--- src/rtl/lfsr_prng_if.sv ---
// lfsr_prng_if: word request/delivery handshake between lfsr_prng and its consumer
//   req, word_ready : consumer -> generator
//   word_valid, word: generator -> consumer
interface lfsr_prng_if #(parameter int OUT_BITS = 8);
  logic req;
  logic word_ready;
  logic word_valid;
  logic [OUT_BITS-1:0] word;
  modport master(output req, word_ready, input word_valid, word);
  modport slave(input req, word_ready, output word_valid, word);
endinterface

--- src/rtl/lfsr_prng.sv ---
// lfsr_prng: parametrised Fibonacci LFSR, one bit per cycle, OUT_BITS-wide words over valid/ready
//   clk, reset      : rising-edge clock, synchronous active-high reset
//   enable_i        : free-run shift enable (IDLE/DONE)
//   seed_load_i     : load seed_in_i (zero replaced by SEED), aborts any word in progress
//   bus             : req/word_ready in, word_valid/word out
//   busy_o          : FSM in GATHER
//   random_bit_o    : state[0], combinational
//   lfsr_state_o    : current state
//   seed_fix_o      : one-cycle pulse after a zero seed was replaced
//   LFSR_PRNG_DENSITY_EN adds density_i[7:0] and cell_alive_o = state[7:0] < density_i
module lfsr_prng #(
  parameter int WIDTH = 16,
  parameter logic [WIDTH-1:0] TAPS = 16'hB400,
  parameter logic [WIDTH-1:0] SEED = {{(WIDTH-1){1'b0}}, 1'b1},
  parameter int OUT_BITS = 8
) (
  input  logic             clk,
  input  logic             reset,
  input  logic             enable_i,
  input  logic             seed_load_i,
  input  logic [WIDTH-1:0] seed_in_i,
  lfsr_prng_if.slave       bus,
  output logic             busy_o,
  output logic             random_bit_o,
  output logic [WIDTH-1:0] lfsr_state_o,
`ifdef LFSR_PRNG_DENSITY_EN
  input  logic [7:0]       density_i,
  output logic             cell_alive_o,
`endif
  output logic             seed_fix_o
);
  localparam int CW = $clog2(OUT_BITS + 1);
  typedef enum logic [1:0] {IDLE, GATHER, DONE} state_t;
  state_t st_q, st_d;
  logic [WIDTH-1:0] state_q, state_d, shifted;
  logic [OUT_BITS-1:0] word_q, word_d, cap;
  logic [CW-1:0] cnt_q, cnt_d;
  logic fb, start, valid_q, busy_q, fix_q, fix_d;
  assign fb = ^(state_q & TAPS);
  assign shifted = {state_q[WIDTH-2:0], fb};
  // truncating the concatenation drops the oldest bit, so the first capture lands in the MSB
  assign cap = OUT_BITS'({word_q, fb});
  always_comb begin
    st_d = st_q;
    state_d = state_q;
    word_d = word_q;
    cnt_d = cnt_q;
    fix_d = 1'b0;
    start = 1'b0;
    if (seed_load_i) begin
      state_d = (seed_in_i == '0) ? SEED : seed_in_i;
      fix_d = (seed_in_i == '0);
      st_d = IDLE;
      cnt_d = '0;
    end else begin
      case (st_q)
        IDLE: begin
          state_d = enable_i ? shifted : state_q;
          start = bus.req;
        end
        GATHER: begin
          state_d = shifted;
          word_d = cap;
          cnt_d = (cnt_q == CW'(OUT_BITS)) ? cnt_q : cnt_q + CW'(1);
          st_d = (cnt_q == CW'(OUT_BITS - 1)) ? DONE : GATHER;
        end
        default: begin
          state_d = enable_i ? shifted : state_q;
          st_d = bus.word_ready ? IDLE : DONE;
          cnt_d = bus.word_ready ? '0 : cnt_q;
          start = bus.word_ready & bus.req;
        end
      endcase
      if (start) begin
        state_d = shifted;
        word_d = cap;
        cnt_d = CW'(1);
        st_d = (OUT_BITS == 1) ? DONE : GATHER;
      end
    end
  end
  always_ff @(posedge clk) begin
    if (reset) begin
      st_q <= IDLE;
      state_q <= SEED;
      word_q <= '0;
      cnt_q <= '0;
      valid_q <= 1'b0;
      busy_q <= 1'b0;
      fix_q <= 1'b0;
    end else begin
      st_q <= st_d;
      state_q <= state_d;
      word_q <= word_d;
      cnt_q <= cnt_d;
      valid_q <= (st_d == DONE);
      busy_q <= (st_d == GATHER);
      fix_q <= fix_d;
    end
  end
  assign bus.word_valid = valid_q;
  assign bus.word = word_q;
  assign busy_o = busy_q;
  assign random_bit_o = state_q[0];
  assign lfsr_state_o = state_q;
  assign seed_fix_o = fix_q;
`ifdef LFSR_PRNG_DENSITY_EN
  assign cell_alive_o = (state_q[7:0] < density_i);
`endif
endmodule

--- src/flat_wrapper.sv ---
// flat-port wrapper written by rule: the top's interface ports become plain ports
module lfsr_prng_flat 
#(
  parameter int WIDTH = 16,
  parameter logic [WIDTH-1:0] TAPS = 16'hB400,
  parameter logic [WIDTH-1:0] SEED = {{(WIDTH-1){1'b0}}, 1'b1},
  parameter int OUT_BITS = 8
)
  (clk, reset, enable_i, seed_load_i, seed_in_i, busy_o, random_bit_o, lfsr_state_o, seed_fix_o, bus_req, bus_word_ready, bus_word_valid, bus_word);
  lfsr_prng_if #(.OUT_BITS(OUT_BITS)) bus_i ();
  input  logic clk;
  input  logic reset;
  input  logic enable_i;
  input  logic seed_load_i;
  input  logic [WIDTH-1:0] seed_in_i;
  output logic busy_o;
  output logic random_bit_o;
  output logic [WIDTH-1:0] lfsr_state_o;
  output logic seed_fix_o;
  input wire logic [$bits(bus_i.req)-1:0] bus_req;
  input wire logic [$bits(bus_i.word_ready)-1:0] bus_word_ready;
  output wire logic [$bits(bus_i.word_valid)-1:0] bus_word_valid;
  output wire logic [$bits(bus_i.word)-1:0] bus_word;
  assign bus_i.req = bus_req;
  assign bus_i.word_ready = bus_word_ready;
  assign bus_word_valid = bus_i.word_valid;
  assign bus_word = bus_i.word;
  lfsr_prng #(.WIDTH(WIDTH), .TAPS(TAPS), .SEED(SEED), .OUT_BITS(OUT_BITS)) u_core (.clk(clk), .reset(reset), .enable_i(enable_i), .seed_load_i(seed_load_i), .seed_in_i(seed_in_i), .bus(bus_i), .busy_o(busy_o), .random_bit_o(random_bit_o), .lfsr_state_o(lfsr_state_o), .seed_fix_o(seed_fix_o));
endmodule
--- config.mk ---
export PLATFORM = sky130hd
export DESIGN_NAME = lfsr_prng_flat
export DESIGN_NICKNAME = d
export VERILOG_FILES = /design/src/rtl/lfsr_prng_if.sv /design/src/rtl/lfsr_prng.sv /design/src/flat_wrapper.sv
export SDC_FILE = /design/constraint.sdc
export NUM_CORES = 1
export LEC_CHECK = 0
export ABC_AREA = 1
export BUFFER_PORTS_ARGS = -buffer_cell sky130_fd_sc_hd__buf_2
export CORE_AREA = 2 2 60 62
export CTS_BUF_LIST = sky130_fd_sc_hd__clkbuf_16
export DETAILED_ROUTE_END_ITERATION = 8
export DIE_AREA = 0 0 62 64
export GPL_ROUTABILITY_DRIVEN = 0
export GPL_TIMING_DRIVEN = 0
export PLACE_DENSITY = 0.76
export RECOVER_POWER = 25
export SYNTH_ARGS = -nofsm -noshare
export SYNTH_HDL_FRONTEND = slang
export SYNTH_SLANG_ARGS = --single-unit
--- constraint.sdc ---
create_clock -name clk -period 1.5 [get_ports clk]
set_input_delay 0.3 -clock clk [delete_from_list [all_inputs] [get_ports clk]]
set_output_delay 0.3 -clock clk [all_outputs]
set_load 0.005 [all_outputs]
# Word-level counts from Yosys, hierarchy flattened
# Cells that the tools add are included.
# classes
addsub	1
eq_ne	8
n_mux	18
n_bitwise	3
n_reduce_logical	13
# op_table
operator	count
$mux 16	5
$logic_not 16->1	1
$mux 8	2
$reduce_xor 16->1	1
$mux 2	4
$mux 4	2
$pmux 4 s2	1
$reduce_and 3->1	2
$add 4x1->4 const B	1
$eq 2x1->1 const B	2
$eq 4x3->1 const B	1
$eq 4x4->1 const B	1
$pmux 2 s2	1
$reduce_bool 2->1	2
$reduce_bool 4->1	1
$reduce_or 2->1	2
$ne 3x3->1 const B	1
$reduce_bool 3->1	1
$reduce_or 3->1	1
$eq 2x2->1 const B	1
$logic_not 2->1	1
$mux 1	2
$ne 2x1->1 const B	1
$ne 2x2->1 const B	1
other kinds (4)	5
# word_totals
ff_bits	33
inputBits	22
out_inout_bits	28
wordCells	51

# Depth between registers and ports, before layout
# depth
depth_word	6
mapped_depth	9
ltp_nobuf	9

# Worst setup path after synthesis
# No wires, ideal clock.
# synth_path
path_type	register -> register
startpoint	register u_core.cnt_q[0]
endpoint	register u_core.cnt_q[2]
setup_time_ns	0.113
t_arrival_ns	0.993
t_required_ns	1.387
path_slack_ns	0.394
path_stages_with_launch	9
n_path_buf	0
period_less_slack_ns	1.106
cell_sequence	dfxtp_1 inv_1 ha_1 nand3_1 nand2_1 nand2_2 nand2_1 nor2_1 nor2_1
# synth_via
elab_chain_len	3
word_cells_on_any_way	6
cone_classes	add/sub: 1; eq/ne: 2; mux: 2; reduce/logical: 1
# synth_lines
element	line_no	source
start: declaration	lfsr_prng.sv:37	logic [CW-1:0] cnt_q, cnt_d;
start signal: assignment	lfsr_prng.sv:95	cnt_q <= cnt_d;
$add 4x1->4 / $eq 4x4->1 (equally long branches)	lfsr_prng.sv:64	cnt_d = (cnt_q == CW'(OUT_BITS)) ? cnt_q : cnt_q + CW'(1);
$mux 4 / $ne 2x2->1 (equally long branches)	-	
$pmux 4 s2 / $reduce_and 3->1 (equally long branches)	-	
# Several ways; a longest one is shown, not always the timed one. The select of a mux whose other input is x is not followed.
# A chain may end at the register's enable or synchronous reset.

# Worst setup path in the final report
# layout_path
startpoint	register u_core.st_q[1]
endpoint	register u_core.state_q[2], in the netlist u_core.lfsr_state_o[2]
# layout_via
elab_chain_len	5
word_cells_on_any_way	8
cone_classes	eq/ne: 1; mux: 5; reduce/logical: 2
# layout_lines
element	line_no	source
start: declaration	lfsr_prng.sv:34	state_t st_q, st_d;
start signal: assignment	lfsr_prng.sv:92	st_q <= st_d;
$eq 2x1->1 / $logic_not 2->1 (equally long branches)	lfsr_prng.sv:56	case (st_q)
$pmux 1 s2	lfsr_prng.sv:56	
$mux 1	lfsr_prng.sv:50	if (seed_load_i) begin
$mux 16	lfsr_prng.sv:74	if (start) begin
$mux 16	lfsr_prng.sv:50	
end signal: assignment	lfsr_prng.sv:93	state_q <= state_d;
end: declaration	lfsr_prng.sv:35	logic [WIDTH-1:0] state_q, state_d, shifted;
# Several ways; a longest one is shown, not always the timed one. The select of a mux whose other input is x is not followed.

==> flow_summary_export.csv <==
group,metric,value,unit
run_status,status,"finished clean",
floorplanning,core_area,3280,um^2
cts,cts_sinks,33,
floorplanning,start_util,0.483,
drt,wl,3580,um
setup_path,crit_path_start_kind,"flip-flop",
global_routing,first_global_vias,1355,
drt,wl_per_cell,11.4,um
global_routing,grt_start_max_net_pins,12,
setup_path,arrival,1.41,ns
setup_path,crit_buf_inv,1,
timing,relSlewSlack,0.683,
cts,cts_resized,0,
global_routing,grt_pass1_wl,5880,um
logic_synthesis,synth_flop_cell,"dfxtp_1",
drt,vias,1563,
logic_synthesis,syn_nets,236,
power_and_ir_drop,peakVddDrop,755,uV
power_and_ir_drop,p_per_area,1230,nW/um^2
logic_synthesis,async_flop_share,0,
timing,period_needed,1.25,ns
logic_synthesis,yosysSeqAreaShare,0.416,
drt,drc,0,
layout,final_common_cell,"buf_2",
layout,syn2layout_area_growth,30.4,%
global_routing,grt_overflow,0,
layout,final_core_util,0.630,
timing,finalClockSkew,0.00147,ns
layout,layout-drive-gt1-share,0.238,
cts,cts-root-buf,"clkbuf_16",
setup_path,cp_slowest_cell,"dfxtp_1",
logic_synthesis,yosys_warnings,0,
drt,vias_per_cell,4.96,
setup_path,slowest_delay,0.40,ns
timing,finalSetupTns,0,ns
logic_synthesis,postSynthCellCount,212,
cts,path_clk_slew,0.05,ns
power_and_ir_drop,power.leakage,0.958,nW
timing,rsz0062_at_grt,"false",
timing,finalCritPeriodShare,0.836,
flow_run,drv_cap,0,
logic_synthesis,synth_area,1590,um^2
floorplanning,die-area,3970,um^2
drt,postRouteAntennaNets,0,
timing,fmax,798,MHz
timing,slew_viol_final,0,
floorplanning,io_pins,50,
floorplanning,dieWidth,62,um
timing,setup_viol,0,
cts,clkLatencyLatePin,0.28,ns
logic_synthesis,synth_edf_count,0,
cts,cts_tree,"yes",
placement,dpl_worst_slack,0.212,ns
drt,dr.first_iter.drc_count,144,
logic_synthesis,ys_types,23,
setup_path,crit_chain,"nand2_1, nand2_4, nand3_4, buf_6, o21ai_0, a21oi_1",
layout,fillers,324,
layout,n_antenna_cell,0,
placement,place_hpwl,2610,um
global_routing,grt_antenna_before_repair,0,
setup_path,endpoint_kind,"flip-flop",
timing,finalHoldViolations,0,
cts,clockBufferDepth,2,
power_and_ir_drop,totalPowerFinal,0.00255,W
global_routing,grt.total_usage,0.198,
cts,post-cts-setup-buffers,0,
setup_path,critPathKind,"reg -> reg",
setup_path,cp_top_family,"flip-flops",
drt,first_pass_iters,5,
cts,cts_hold_buf,0,
logic_synthesis,syn_avg_cell_area,7.49,um^2
timing,setup_ws,0.246,ns
timing,tightest_slew,0.471,ns
layout,final_cell_mix,"buf_2, nand2_1, dfxtp_1",
floorplanning,die_h,64,um
setup_path,crit_fanout,10,
floorplanning,rows,21,
logic_synthesis,yosys_register_bits,33,
cts,htree_num_levels,2,
hold_path,hold_path_class,"in -> reg",
cts,cts_buffers,5,
layout,nNetsFinal,292,
timing,hold_ws,0.315,ns
placement,port_buffers,49,
setup_path,worstPathRequired,1.66,ns
[per-layer routing]
layer | vias up | wire [um] | global-route usage
li1 | 817 | - | -
met2 | 48 | 1640 | 0.294
met1 | 693 | 1650 | 0.256
met3 | 5 | 242 | 0.0668
met4 | 0 | 49 | 0.0798
met5 | - | 0 | 0
[logic make-up (layout without fill, tap and decap cells)]
group	after synthesis	in the layout	share of synthesized area
adder cells (fa/ha/maj)	2	2	0.0158
XOR/XNOR	1	1	0.00552
flip-flops	33	33	0.416
AND/OR/NAND/NOR	87	87	0.247
multiplexers	11	11	0.0693
buffers and inverters	27	84	0.0788
AO/OA/AOI/OAI	51	51	0.168
[cell usage after synthesis (2+ instances only)]
library cell | count | area (um^2)
nand2_4 | 3 | 33.8
clkbuf_1 | 2 | 7.51
a21oi_1 | 30 | 150
mux2i_1 | 11 | 110
o21ai_1 | 5 | 25.0
nand3_1 | 14 | 70.1
nor2_1 | 25 | 93.8
o21ai_0 | 12 | 60.1
buf_6 | 2 | 22.5
inv_1 | 17 | 63.8
o21a_1 | 2 | 15.0
nor3_1 | 5 | 25.0
ha_1 | 2 | 25.0
nand2_1 | 37 | 139
buf_2 | 4 | 20.0
dfxtp_1 | 33 | 661
nand2_2 | 2 | 12.5
[registers in the layout, summed over array words and instances (netlist names)]
register	flops
u_core.lfsr_state_o	16
u_core.bus.word	8
u_core.cnt_q	4
u_core.st_q	2
u_core.bus.word_valid	1
u_core.busy_o	1
u_core.seed_fix_o	1
[path summary, 6_finish.rpt]
path | start | to | slack (ns) | cells past startpoint
setup / recovery | u_core.st_q[1] | u_core.lfsr_state_o[2] | 0.25 | 6
hold / removal | seed_in_i[1] | u_core.lfsr_state_o[1] | 0.31 | 3
setup reg to reg | u_core.st_q[1] | u_core.lfsr_state_o[2] | 0.25 | 6
hold reg to reg | u_core.bus.word[7] | u_core.bus.word[7] | 0.47 | 2
[final cells by class]
type                       count  area, um^2  area share
buffer                         9        57.6      0.0278
clock buffer                   5         125      0.0604
clock inverter                 3        65.1      0.0314
inverter                      18        67.6      0.0326
multi-input combinational    152         802       0.387
sequential                    33         661       0.319
tap                           46        57.6      0.0278
timing repair buffer          49         235       0.114
[worst reg2reg max path: stages, from the launching register on]
cell and delay [ns]:
dfxtp_1 0.40, nand2_1 0.11, nand2_4 0.11, nand3_4 0.11, buf_6 0.16, o21ai_0 0.18, a21oi_1 0.06
[power breakdown]
group          internal, W  switching, W
sequential        0.000920     0.0000357
combinational     0.000124      0.000154
clock             0.000948      0.000367
[stage by stage]
step | std cells | area [um^2]
floorplan | 212 | 1590
global route | 315 | 2070
detailed placement | 307 | 1890
global placement | 307 | 1890
CTS | 315 | 2080
finish | 315 | 2070
Note: power is estimated with default switching activity, not from simulation.
